### src/rtl/move_scheduler.sv
// Purpose: paces player movement on the grid, one clamped step per tick, offered over valid/ready.
// Latency: WAIT lasts TICK_DIV cycles, then MOVE for 1 cycle, then ISSUE for at least 1 cycle (TICK_DIV+2 per step with ready high).
// Backpressure: ISSUE holds step_valid, pos, dir_q and hit_wall until step_ready; the tick counter is frozen while stalled.
module move_scheduler #(
  parameter int          GRID_W   = 16,
  parameter int          GRID_H   = 12,
  parameter int          XW       = 4,
  parameter int          YW       = 4,
  parameter logic [23:0] TICK_DIV = 24'd5000000,
  parameter int          START_X  = 0,
  parameter int          START_Y  = 0
) (
  input  logic          clk,
  input  logic          resetn,
  input  logic [2:0]    directions,
  input  logic          run,
  input  logic          restart,
  input  logic          step_ready,
  output logic          step_valid,
  output logic [XW-1:0] pos_x,
  output logic [YW-1:0] pos_y,
  output logic [2:0]    dir_q,
  output logic          hit_wall,
  output logic [7:0]    step_count
);

  typedef enum logic [1:0] {S_IDLE, S_WAIT, S_MOVE, S_ISSUE} state_t;

  // Sums carry two extra bits: one for the sign and one so that
  // (GRID_W-1)+1 cannot alias a negative value when GRID_W == 2**XW.
  localparam logic [XW+1:0] X_MAX   = (XW+2)'(GRID_W - 1);
  localparam logic [YW+1:0] Y_MAX   = (YW+2)'(GRID_H - 1);
  localparam logic [XW+1:0] X_POS   = (XW+2)'(1);
  localparam logic [XW+1:0] X_NEG   = '1;
  localparam logic [YW+1:0] Y_POS   = (YW+2)'(1);
  localparam logic [YW+1:0] Y_NEG   = '1;
  localparam logic [XW-1:0] X_START = XW'(START_X);
  localparam logic [YW-1:0] Y_START = YW'(START_Y);
  localparam logic [23:0]   TICK_LAST = TICK_DIV - 24'd1;
  localparam logic [2:0]    DIR_RIGHT = 3'd6;

  state_t        state_q, state_d;
  logic [23:0]   cnt_q, cnt_d;
  logic [XW-1:0] pos_x_q, pos_x_d;
  logic [YW-1:0] pos_y_q, pos_y_d;
  logic [2:0]    dir_lat_q, dir_lat_d;
  logic          hit_q, hit_d;
  logic [7:0]    count_q, count_d;

  logic [XW+1:0] dx, x_sum;
  logic [YW+1:0] dy, y_sum;
  logic [XW-1:0] x_new;
  logic [YW-1:0] y_new;
  logic          x_clip, y_clip;

  // Decode the keypad direction code into per-axis unit steps (y grows downward).
  always_comb begin
    dx = '0;
    dy = '0;
    case (directions)
      3'd0:    begin dx = X_NEG; dy = Y_POS; end
      3'd1:    begin dx = X_NEG;             end
      3'd2:    begin dx = X_NEG; dy = Y_NEG; end
      3'd3:    begin             dy = Y_POS; end
      3'd4:    begin             dy = Y_NEG; end
      3'd5:    begin dx = X_POS; dy = Y_POS; end
      3'd6:    begin dx = X_POS;             end
      default: begin dx = X_POS; dy = Y_NEG; end
    endcase
  end

  // Candidate position with each axis clamped independently to the grid.
  always_comb begin
    x_sum  = {2'b00, pos_x_q} + dx;
    y_sum  = {2'b00, pos_y_q} + dy;
    x_new  = x_sum[XW-1:0];
    y_new  = y_sum[YW-1:0];
    x_clip = 1'b0;
    y_clip = 1'b0;
    if (x_sum[XW+1]) begin
      x_new  = '0;
      x_clip = 1'b1;
    end else if (x_sum > X_MAX) begin
      x_new  = X_MAX[XW-1:0];
      x_clip = 1'b1;
    end
    if (y_sum[YW+1]) begin
      y_new  = '0;
      y_clip = 1'b1;
    end else if (y_sum > Y_MAX) begin
      y_new  = Y_MAX[YW-1:0];
      y_clip = 1'b1;
    end
  end

  // Next-state logic: restart beats run=0, which beats the normal step sequence.
  always_comb begin
    state_d   = state_q;
    cnt_d     = cnt_q;
    pos_x_d   = pos_x_q;
    pos_y_d   = pos_y_q;
    dir_lat_d = dir_lat_q;
    hit_d     = hit_q;
    count_d   = count_q;
    if (restart) begin
      pos_x_d = X_START;
      pos_y_d = Y_START;
      cnt_d   = '0;
      count_d = '0;
      hit_d   = 1'b0;
      state_d = run ? S_WAIT : S_IDLE;
    end else if (!run) begin
      // A pending step is withdrawn but the position it produced stays.
      state_d = S_IDLE;
      cnt_d   = '0;
      hit_d   = 1'b0;
    end else begin
      case (state_q)
        S_IDLE: begin
          cnt_d   = '0;
          state_d = S_WAIT;
        end
        S_WAIT: begin
          if (cnt_q == TICK_LAST) begin
            cnt_d   = '0;
            state_d = S_MOVE;
          end else begin
            cnt_d = cnt_q + 24'd1;
          end
        end
        S_MOVE: begin
          dir_lat_d = directions;
          pos_x_d   = x_new;
          pos_y_d   = y_new;
          hit_d     = x_clip | y_clip;
          state_d   = S_ISSUE;
        end
        S_ISSUE: begin
          if (step_ready) begin
            count_d = count_q + 8'd1;
            hit_d   = 1'b0;
            state_d = S_WAIT;
          end
        end
        default: state_d = S_IDLE;
      endcase
    end
  end

  // State and datapath registers.
  always_ff @(posedge clk or negedge resetn) begin
    if (!resetn) begin
      state_q   <= S_IDLE;
      cnt_q     <= '0;
      pos_x_q   <= X_START;
      pos_y_q   <= Y_START;
      dir_lat_q <= DIR_RIGHT;
      hit_q     <= 1'b0;
      count_q   <= '0;
    end else begin
      state_q   <= state_d;
      cnt_q     <= cnt_d;
      pos_x_q   <= pos_x_d;
      pos_y_q   <= pos_y_d;
      dir_lat_q <= dir_lat_d;
      hit_q     <= hit_d;
      count_q   <= count_d;
    end
  end

  assign step_valid = (state_q == S_ISSUE);
  assign pos_x      = pos_x_q;
  assign pos_y      = pos_y_q;
  assign dir_q      = dir_lat_q;
  assign hit_wall   = hit_q;
  assign step_count = count_q;

endmodule
### config.mk
export PLATFORM = sky130hd
export DESIGN_NAME = move_scheduler
export DESIGN_NICKNAME = d
export VERILOG_FILES = /design/src/rtl/move_scheduler.sv
export SDC_FILE = /design/constraint.sdc
export NUM_CORES = 1
export LEC_CHECK = 0
export CORE_MARGIN = 3
export CORE_UTILIZATION = 30
export CTS_BUF_LIST = sky130_fd_sc_hd__clkbuf_2 sky130_fd_sc_hd__clkbuf_4 sky130_fd_sc_hd__clkbuf_8
export CTS_CLUSTER_DIAMETER = 80
export DETAILED_ROUTE_END_ITERATION = 6
export HOLD_SLACK_MARGIN = 0.05
export SLEW_MARGIN = 20
export SYNTH_ARGS = -nofsm -noshare
export SYNTH_HDL_FRONTEND = slang
export SYNTH_SLANG_ARGS = --single-unit
### constraint.sdc
create_clock -name clk -period 4.34 [get_ports clk]
set_input_delay 0.434 -clock clk [delete_from_list [all_inputs] [get_ports clk]]
set_output_delay 0.434 -clock clk [all_outputs]
set_load 0.01 [all_outputs]
==> run summary <==
deepest clock path buffer count: 2
Via Count: 2,390
CP top delay family: buffers and inverters
f_max: 336.5 MHz
layout cells sized above 1: 0.08430
RSZ-0062 raised after global routing: false
Worst-Margin Slew: 0.7796 ns
Slew Viols, Final: 0
CP Max Fanout: 9
Rel. slew slack: 0.4803
min Tclk post-route: 2.972 ns
FF/Latch Area: 1154 sq um
multi-input logic area: 1700 sq um
Final ANT Viol Nets: 0
Ant. Diodes: 0
post-CTS sizing: 0
initial antenna violation count: 0
hold crit path type: in -> async
Slowest cell on crit path: clkdlybuf4s50_1
Final Net Count: 369
Num CTS Buffers: 5
Fillers: 960
largest net degree at the start of global routing: 47
P_leak: 1.378 nW
first-pass GRT wire length: 11.09 mm
peak supply drop: 0.1256 mV
row count: 35
CP Launch Type: input pin
Clock Tree Root: clkbuf_8
DP Wirelength: 4.548 mm
maxcap violations: 0
cts hold-fix bufs: 0
Initial Utilization: 0.3135
grt met2 use: 0.1911
part of the Yosys area used for sequential elements: 0.3927
Fin. Hold Viols: 0
Top FF cell, synth: dfrtp_1
Area Growth Syn to Fin: 17.21%
clock skew: 0.01771 ns
Post-synth EDFFs: 0
num ports: 29
# setup viols final: 0
Mean Syn Cell Area: 9.326 sq um
Via density: 5.053
GR Layer Usage met3: 0.02594
#FFs+latches synth: 46
worst path cell trace: clkdlybuf4s50_1, mux2i_4, inv_1, ha_1, a211oi_1, nor2_1, mux2_2, and3_1, a22oi_1
Die ar.: 11,020 sq um
total wire length: 6.284 mm
First-pass DRT Iterations: 4
WP data arrival: 3.19 ns
GRT busiest layer: met2
vias in the first global route: 2,384
Ys Warns: 0
GP Congestion: 0.8500
Distinct cells, synth: 54
1st-iter DRT viols: 133
setup bufs post-CTS: 0
M1 GR Usage: 0.1615
Total GRT Usage: 0.1178
Req. time, crit path: 4.56 ns
core area: 9371 sq um
status: finished clean
Post-route DRC: 0
worst skew pair latency: 0.30 ns
clock transition at the registers of the reported paths: 0.10 ns
crit path kind: in -> reg
crit end category: register
Syn Inst Count: 315
TNS Setup: 0 ns
CTS HTree Levels: 2
routed len/inst: 13.29 um
Cell Area, Synth: 2938 sq um
Bufs and invs on worst path: 2
I/O Buffers: 28
chip height: 105.0 um
CTS tree: yes
Syn Nets: 341
asr flop ratio synth: 1.000
crit share post-route: 0.6848
clock sinks: 46
slowest cell delay on critical path: 0.74 ns
Power per Cell Area: 248.0 nW/um^2
Hold WS: 0.1148 ns
Overflow after GRT: 0
Die Wd: 105.0 um
area by class of cell:
class / count / area share
Clock inverter: 1 / 0.002544
Clock buffer: 7 / 0.02798
Sequential cell: 46 / 0.3350
Inverter: 12 / 0.01308
Multi-Input combinational cell: 250 / 0.4938
Timing Repair Buffer: 28 / 0.08067
Tap cell: 129 / 0.04688
placed cells by master (no fill, tap or decap), drive strengths merged, types with 4 or more instances in the layout:
cell / n
dfrtp: 44
and3: 7
nor2b: 5
mux2i: 4
xnor2: 6
nor2: 37
a22o: 5
nand3: 16
o21ai: 11
inv: 12
mux2: 5
nand2: 34
a31oi: 18
ha: 16
xor2: 16
and2: 4
nand4: 8
clkbuf: 7
clkdlybuf4s50: 27
a21oi: 16
nor4: 4
kinds of logic (layout without fill, tap and decap cells):
family	after synthesis	count (layout)	share of synthesized area
flip-flops	46	46	0.3927
adder cells (fa/ha/maj)	18	18	0.08177
AND/OR/NAND/NOR	130	130	0.2236
multiplexers	9	9	0.03705
XOR/XNOR	22	22	0.06559
AO/OA/AOI/OAI	71	71	0.1708
buffers and inverters	19	48	0.02853
stage by stage:
stage	util	power (mW)	cell area (sq um)	setup WS, ns	cells
5_1_grt	0.3674	0.8933	3443	1.233	473
3_5_place_dp	0.3559	0.5686	3336	1.109	465
6_report	0.3674	0.8539	3443	1.368	473
2_1_floorplan	-	0.5236	2938	1.922	315
4_1_cts	0.3672	0.8631	3441	1.423	473
3_3_place_gp	0.3559	0.5677	3336	1.155	465
synth_stat cells, types with 2 or more instances:
cell type   n  share of area
dfrtp_1    44           0.37
nor2_1     36          0.046
nand2_1    33          0.042
a31oi_1    18          0.038
ha_1       16          0.068
nand3_1    16          0.027
xor2_1     16          0.048
a21oi_1    14          0.024
inv_1      12          0.015
o21ai_0    11          0.019
nand4_1     8          0.017
and3_1      7          0.015
xnor2_1     6          0.018
a22o_1      5          0.015
mux2_2      5          0.019
nor2b_1     5          0.011
and2_1      4         0.0085
buf_2       4         0.0068
a41oi_1     3         0.0089
mux2i_1     3          0.010
nand2b_1    3         0.0064
nor4_1      3         0.0064
or3_1       3         0.0064
a211oi_1    2         0.0051
a21oi_4     2          0.011
a22oi_1     2         0.0051
clkbuf_1    2         0.0026
dfstp_2     2          0.018
fa_1        2          0.014
nor4b_1     2         0.0060
o21a_1      2         0.0051
o21ba_2     2         0.0068
registers in the layout (all words and copies together) (netlist names):
register and count:
cnt_q 24, dir_q 3, hit_wall 1, pos_x 4
pos_y 4, state_q 2, step_count 8
report_power, final:
group          leakage (nW)  switching [mW]  internal, mW  total [mW]
registers             0.632         0.00581         0.440       0.446
logic                 0.692          0.0642        0.0491       0.113
clock network        0.0544           0.149         0.146       0.295
routing by layer:
metal / wire length (um) / up-vias
met5: 0 / -
met4: 40 / 0
met3: 183 / 4
met2: 2909 / 40
met1: 3149 / 1156
li1: - / 1190
worst register-to-register path: cells and delay by family (launching register included):
family	cells	cell delay [ns]
AND/OR/NAND/NOR	1	0.21
AO/OA/AOI/OAI	4	0.80
adder cells (fa/ha/maj)	2	0.59
buffers and inverters	1	0.07
flip-flops	1	0.40
path summary, 6_finish.rpt:
kind	startpoint	end	slack, ns	depth (start not counted)
worst max register to register	pos_x[0]	pos_x[3]	2.16	8
worst min register to register	dir_q[0]	dir_q[0]	0.52	1
worst min-delay path	resetn	cnt_q[13]	0.11	1
worst max-delay path	directions[2]	pos_y[1]	1.37	9
max in group asynchronous	resetn	step_count[0]	3.80	1
min in group clk	dir_q[0]	dir_q[0]	0.52	1
Note: power is estimated with default switching activity, not from simulation.
